===== src/rtl/au_arbiter_if.sv =====
// Requester-side and AU-side bus of the shared-AU round-robin arbiter.
// Handshake: a requester holds req and its operands; the arbiter raises gnt from ISSUE to RESP and pulses rsp_valid once.
interface au_arbiter_if #(
  parameter int W = 24,
  parameter int N = 4
);
  logic [N-1:0]   req;
  logic [N*W-1:0] req_r;
  logic [N*W-1:0] req_s;
  logic [N*W-1:0] req_i;
  logic [N*2-1:0] req_op;

  logic [N-1:0]   gnt;
  logic [N-1:0]   rsp_valid;
  logic [W-1:0]   rsp_data;
  logic           rsp_err;

  logic           au_start;
  logic [W-1:0]   au_r;
  logic [W-1:0]   au_s;
  logic [W-1:0]   au_i;
  logic [1:0]     au_ctl_d;
  logic [W-1:0]   au_result;
  logic           au_done;
  logic           au_busy;

  logic [2:0]     fsm_state;

  modport master (
    output req, req_r, req_s, req_i, req_op,
    output au_result, au_done, au_busy,
    input  gnt, rsp_valid, rsp_data, rsp_err,
    input  au_start, au_r, au_s, au_i, au_ctl_d,
    input  fsm_state
  );

  modport slave (
    input  req, req_r, req_s, req_i, req_op,
    input  au_result, au_done, au_busy,
    output gnt, rsp_valid, rsp_data, rsp_err,
    output au_start, au_r, au_s, au_i, au_ctl_d,
    output fsm_state
  );
endinterface


===== src/rtl/au_arbiter.sv =====
// Round-robin scheduler sharing one add/mul/div AU between N requesters,
// with divide-by-zero short-circuit and a bounded wait for AU completion.
module au_arbiter #(
  parameter int W       = 24,
  parameter int N       = 4,
  parameter int TIMEOUT = 63
) (
  input logic        clk,
  input logic        rst,
  au_arbiter_if.slave bus
);
  localparam int PW = (N > 1) ? $clog2(N) : 1;
  localparam int CW = $clog2(TIMEOUT + 1);

  typedef enum logic [2:0] {
    IDLE  = 3'd0,
    ISSUE = 3'd1,
    WAIT  = 3'd2,
    ZDIV  = 3'd3,
    RESP  = 3'd4
  } state_t;

  state_t        cur_state;
  state_t        nxt_state;

  logic [PW-1:0] ptr;
  logic [PW-1:0] gsel;
  logic [PW-1:0] pick;
  logic          found;
  logic          launch;
  logic [CW-1:0] cnt;
  logic          timed_out;

  logic [W-1:0]  pick_r;
  logic [W-1:0]  pick_s;
  logic [W-1:0]  pick_i;
  logic [1:0]    pick_op;
  logic          pick_zdiv;

  logic [W-1:0]  lat_r;
  logic [W-1:0]  lat_s;
  logic [W-1:0]  lat_i;
  logic [1:0]    lat_op;
  logic [W-1:0]  res_data;
  logic          res_err;
  logic [N-1:0]  onehot;

  // First set request at or after ptr, wrapping N-1 -> 0.
  always_comb begin
    found = 1'b0;
    pick  = '0;
    for (int i = 0; i < N; i++) begin
      if (!found && bus.req[(int'(ptr) + i) % N]) begin
        found = 1'b1;
        pick  = PW'((int'(ptr) + i) % N);
      end
    end
  end

  assign pick_r    = bus.req_r[int'(pick) * W +: W];
  assign pick_s    = bus.req_s[int'(pick) * W +: W];
  assign pick_i    = bus.req_i[int'(pick) * W +: W];
  assign pick_op   = bus.req_op[int'(pick) * 2 +: 2];
  assign pick_zdiv = (pick_op == 2'b11) && (pick_s[W-2:0] == '0);
  assign launch    = found && !bus.au_busy;
  assign timed_out = (cnt == CW'(TIMEOUT));

  always_ff @(posedge clk) begin
    if (rst) begin
      cur_state <= IDLE;
    end else begin
      cur_state <= nxt_state;
    end
  end

  always_comb begin
    nxt_state = cur_state;
    case (cur_state)
      IDLE:    if (launch) nxt_state = pick_zdiv ? ZDIV : ISSUE;
      ISSUE:   nxt_state = WAIT;
      WAIT:    if (bus.au_done || timed_out) nxt_state = RESP;
      ZDIV:    nxt_state = RESP;
      RESP:    nxt_state = IDLE;
      default: nxt_state = IDLE;
    endcase
  end

  // cnt reads 0 during ISSUE and counts ISSUE+WAIT cycles, so an abort
  // reaches RESP exactly TIMEOUT+1 cycles after au_start; done beats timeout.
  always_ff @(posedge clk) begin
    if (rst) begin
      ptr      <= '0;
      gsel     <= '0;
      cnt      <= '0;
      lat_r    <= '0;
      lat_s    <= '0;
      lat_i    <= '0;
      lat_op   <= '0;
      res_data <= '0;
      res_err  <= 1'b0;
    end else begin
      case (cur_state)
        IDLE: begin
          cnt <= '0;
          if (launch) begin
            gsel   <= pick;
            lat_r  <= pick_r;
            lat_s  <= pick_s;
            lat_i  <= pick_i;
            lat_op <= pick_op;
          end
        end
        ISSUE: cnt <= cnt + 1'b1;
        WAIT: begin
          if (bus.au_done) begin
            res_data <= bus.au_result;
            res_err  <= 1'b0;
          end else if (timed_out) begin
            res_data <= '0;
            res_err  <= 1'b1;
          end else begin
            cnt <= cnt + 1'b1;
          end
        end
        ZDIV: begin
          res_data <= {lat_r[W-1] ^ lat_s[W-1], {(W-1){1'b1}}};
          res_err  <= 1'b1;
        end
        RESP: begin
          res_err <= 1'b0;
          ptr     <= (gsel == PW'(N - 1)) ? '0 : gsel + 1'b1;
        end
        default: ;
      endcase
    end
  end

  assign onehot        = {{(N-1){1'b0}}, 1'b1} << gsel;
  assign bus.gnt       = (cur_state == IDLE) ? '0 : onehot;
  assign bus.rsp_valid = (cur_state == RESP) ? onehot : '0;
  assign bus.rsp_data  = res_data;
  assign bus.rsp_err   = res_err;
  assign bus.au_start  = (cur_state == ISSUE);
  assign bus.au_r      = lat_r;
  assign bus.au_s      = lat_s;
  assign bus.au_i      = lat_i;
  assign bus.au_ctl_d  = lat_op;
  assign bus.fsm_state = cur_state;
endmodule

===== src/flat_wrapper.sv =====
// flat-port wrapper written by rule: the top's interface ports become plain ports
module au_arbiter_flat 
#(
  parameter int W       = 24,
  parameter int N       = 4,
  parameter int TIMEOUT = 63
)
  (clk, rst, bus_req, bus_req_r, bus_req_s, bus_req_i, bus_req_op, bus_au_result, bus_au_done, bus_au_busy, bus_gnt, bus_rsp_valid, bus_rsp_data, bus_rsp_err, bus_au_start, bus_au_r, bus_au_s, bus_au_i, bus_au_ctl_d, bus_fsm_state);
  au_arbiter_if #(.W(W), .N(N)) bus_i ();
  input logic clk;
  input logic rst;
  input wire logic [$bits(bus_i.req)-1:0] bus_req;
  input wire logic [$bits(bus_i.req_r)-1:0] bus_req_r;
  input wire logic [$bits(bus_i.req_s)-1:0] bus_req_s;
  input wire logic [$bits(bus_i.req_i)-1:0] bus_req_i;
  input wire logic [$bits(bus_i.req_op)-1:0] bus_req_op;
  input wire logic [$bits(bus_i.au_result)-1:0] bus_au_result;
  input wire logic [$bits(bus_i.au_done)-1:0] bus_au_done;
  input wire logic [$bits(bus_i.au_busy)-1:0] bus_au_busy;
  output wire logic [$bits(bus_i.gnt)-1:0] bus_gnt;
  output wire logic [$bits(bus_i.rsp_valid)-1:0] bus_rsp_valid;
  output wire logic [$bits(bus_i.rsp_data)-1:0] bus_rsp_data;
  output wire logic [$bits(bus_i.rsp_err)-1:0] bus_rsp_err;
  output wire logic [$bits(bus_i.au_start)-1:0] bus_au_start;
  output wire logic [$bits(bus_i.au_r)-1:0] bus_au_r;
  output wire logic [$bits(bus_i.au_s)-1:0] bus_au_s;
  output wire logic [$bits(bus_i.au_i)-1:0] bus_au_i;
  output wire logic [$bits(bus_i.au_ctl_d)-1:0] bus_au_ctl_d;
  output wire logic [$bits(bus_i.fsm_state)-1:0] bus_fsm_state;
  assign bus_i.req = bus_req;
  assign bus_i.req_r = bus_req_r;
  assign bus_i.req_s = bus_req_s;
  assign bus_i.req_i = bus_req_i;
  assign bus_i.req_op = bus_req_op;
  assign bus_i.au_result = bus_au_result;
  assign bus_i.au_done = bus_au_done;
  assign bus_i.au_busy = bus_au_busy;
  assign bus_gnt = bus_i.gnt;
  assign bus_rsp_valid = bus_i.rsp_valid;
  assign bus_rsp_data = bus_i.rsp_data;
  assign bus_rsp_err = bus_i.rsp_err;
  assign bus_au_start = bus_i.au_start;
  assign bus_au_r = bus_i.au_r;
  assign bus_au_s = bus_i.au_s;
  assign bus_au_i = bus_i.au_i;
  assign bus_au_ctl_d = bus_i.au_ctl_d;
  assign bus_fsm_state = bus_i.fsm_state;
  au_arbiter #(.W(W), .N(N), .TIMEOUT(TIMEOUT)) u_core (.clk(clk), .rst(rst), .bus(bus_i));
endmodule

===== config.mk =====
export PLATFORM = sky130hd
export DESIGN_NAME = au_arbiter_flat
export DESIGN_NICKNAME = d
export VERILOG_FILES = /design/src/rtl/au_arbiter_if.sv /design/src/rtl/au_arbiter.sv /design/src/flat_wrapper.sv
export SDC_FILE = /design/constraint.sdc
export NUM_CORES = 1
export LEC_CHECK = 0
export CORE_AREA = 2 2 173 175
export DETAILED_ROUTE_END_ITERATION = 7
export DIE_AREA = 0 0 175 177
export HOLD_SLACK_MARGIN = 0.03
export SYNTH_ARGS = -nofsm -noshare
export SYNTH_HDL_FRONTEND = slang
export SYNTH_SLANG_ARGS = --single-unit

===== constraint.sdc =====
create_clock -name clk -period 3.3 [get_ports clk]
set_clock_uncertainty 0.2 [all_clocks]
set_input_delay 0.66 -clock clk [delete_from_list [all_inputs] [get_ports clk]]
set_output_delay 0.66 -clock clk [all_outputs]
set_load 0.02 [all_outputs]

==> impl_metrics.json <==
{
  "grt_setup_unrepaired": "no",
  "fillers": 3052,
  "slew_viol_final": 0,
  "cts_buffers": 9,
  "worstPathMaxFanout": 32,
  "cts-hold-fix-buffers": 0,
  "cts_tree": "built",
  "fin_ws_ns": 0.304,
  "root_buffer": "clkbuf_16",
  "yosysWarningCount": 0,
  "regArea_mm2": 0.00224,
  "grtUsageTotal_pct": 17.4,
  "io_buffers": 438,
  "whs_ns": 0.254,
  "crit_required_ns": 3.37,
  "clock_path_buffers": 2,
  "gp_congestion": 0.854,
  "setup_viol": 0,
  "drive_gt1_share_pct": 4.85,
  "min_path_type": "register to register",
  "ctsResizeCount": 0,
  "die_y_um": 177,
  "cts_max_level": 3,
  "p_leak_nw": 4.43,
  "start_util_pct": 22.6,
  "nets": 1710,
  "dp_worst_setup_slack_ns": -0.0397,
  "grt_pass1_wl_mm": 42.6,
  "drt-initial-drc-count": 384,
  "startpoint_type": "input port",
  "crit_path_end_kind": "register",
  "synth.distinct_cells": 41,
  "synth_area_mm2": 0.00660,
  "ys.flop_type": "dfxtp_1",
  "finalCritPeriodShare_pct": 90.8,
  "core_mm2": 0.0292,
  "max_cap_violations": 0,
  "viasPerCell": 4.63,
  "final.min_clock_period_ns": 3.00,
  "cts.sinks": 112,
  "cts.clk_slew.worst_paths_ns": 0.08,
  "row_count": 63,
  "ys_ff_latch": 112,
  "wire_per_inst_um": 16.2,
  "timing.fmax_ghz": 0.334,
  "drt_wl_total_mm": 28.7,
  "tightestPinTransition_ns": 1.02,
  "overflow": 0,
  "hold_viol_final": 0,
  "drc": 0,
  "syn_to_final_growth_pct": 77.8,
  "antenna_found_initial": 1,
  "dieArea_mm2": 0.0310,
  "power.density_mw_per_mm2": 367,
  "multi_input_area_mm2": 0.00400,
  "dp_hpwl_mm": 21.8,
  "fin_util_pct": 40.1,
  "synth_area_per_cell_um2": 6.69,
  "ios": 439,
  "ir_drop_v": 0.000266,
  "first_pass_iters": 5,
  "worst_skew_pair.late_latency_ns": 0.35,
  "arrival_ns": 3.06,
  "setup.worst_path.class": "input port to register",
  "syn_inst": 987,
  "status": "completed",
  "async_flop_share_pct": 0,
  "synth-edff-count": 0,
  "synth-seq-area-share_pct": 34.0,
  "postSynthNetCount": 1320,
  "postCtsSetupBuffers": 0,
  "layout_common_cells": "clkdlybuf4s50_1 (437), nand2_1 (325), nand3_1 (183)",
  "grt_pass1_vias": 7828,
  "vias": 8215,
  "slew_headroom_pct": 31.7,
  "detail-route-antenna-nets": 0,
  "grt_start_max_net_pins": 112,
  "final_common_cell": "clkdlybuf4s50_1",
  "die_x_um": 175
}
[logic make-up (layout without fill, tap and decap cells)]
| family | after synthesis | count (layout) | synth area share [%] |
|---|---|---|---|
| simple gates | 596 | 596 | 39.3 |
| compound gates | 123 | 123 | 10.4 |
| flops | 112 | 112 | 34.0 |
| buf+inv | 90 | 485 | 5.95 |
| mux | 55 | 55 | 8.66 |
| xor+xnor | 6 | 6 | 0.796 |
| fa+ha+maj | 5 | 5 | 0.947 |
| other cells | 0 | 1 | 0 |
[power breakdown]
group / switching, W / internal, W
combinational: 0.000797 / 0.000829
clock: 0.000597 / 0.000537
sequential: 0.0000747 / 0.00147
[final cells by class]
cell class	count	area share, %
repair buffers	463	39.9
multi-input cells	785	34.1
flip-flops and latches	112	19.1
well taps	390	4.16
clock buffers	9	1.92
clock inverters	7	0.650
inverters	6	0.192
diodes	1	0.0213
[worst paths after layout]
kind | from | cells past startpoint | slack [ns] | end
worst max-delay path | bus_req[2] | 10 | 0.30 | u_core.bus.fsm_state[1]
worst min-delay path | u_core.bus.au_r[1] | 2 | 0.25 | u_core.bus.au_r[1]
worst max register to register | u_core.ptr[1] | 9 | 0.64 | u_core.bus.fsm_state[1]
worst min register to register | u_core.bus.au_r[1] | 2 | 0.25 | u_core.bus.au_r[1]
[Yosys cell counts, types with 4 or more instances]
library cell	instances	area share, %
nor2_1	40	2.3
mux2_2	15	2.6
buf_1	9	0.51
inv_1	6	0.34
nand4_1	7	0.66
ha_1	5	0.95
a21oi_1	80	6.1
nor2b_1	9	0.85
clkbuf_1	46	2.6
mux2i_1	38	5.8
nand3_1	183	14
buf_2	26	2.0
o21ai_0	8	0.61
dfxtp_1	112	34
and2_1	4	0.38
nor3_1	9	0.68
nand2b_1	7	0.66
a31oi_1	25	2.4
nand2_1	325	18
[flip-flops by register name, summed over array words and instances (netlist names)]
register,flops
u_core.bus.au_ctl_d,2
u_core.bus.au_i,24
u_core.bus.au_r,24
u_core.bus.au_s,24
u_core.bus.fsm_state,3
u_core.bus.rsp_data,24
u_core.bus.rsp_err,1
u_core.cnt,6
u_core.gsel,2
u_core.ptr,2
[worst max-delay path, stage by stage]
cell             delay [ns]
clkdlybuf4s50_1        0.47
nor2b_1                0.17
a311oi_2               0.39
nor2_4                 0.07
buf_12                 0.18
mux2i_1                0.18
mux2_1                 0.18
nand4_1                0.14
or3_1                  0.41
o41ai_2                0.18
[layer usage]
layer  global-route usage (%)  part of all wire, %  up-vias
met1                     20.3                   41     3776
met3                     4.60                  7.4       29
met2                     31.2                   50      303
met4                     5.42                  2.2        0
met5                        0                    0        -
li1                         -                    -     4107
[metrics by stage]
| step | total power (W) | TNS, ns | std cells | cell area [um^2] |
|---|---|---|---|---|
| after floorplan | 0.00233 | 0 | 987 | 6600 |
| after global placement | 0.00321 | 0 | 1756 | 11400 |
| after detailed placement | 0.00322 | -0.0397 | 1756 | 11400 |
| after CTS | 0.00438 | 0 | 1772 | 11700 |
| after global routing | 0.00455 | 0 | 1773 | 11700 |
| final | 0.00431 | 0 | 1773 | 11700 |
(Power assumes the default switching activity.)
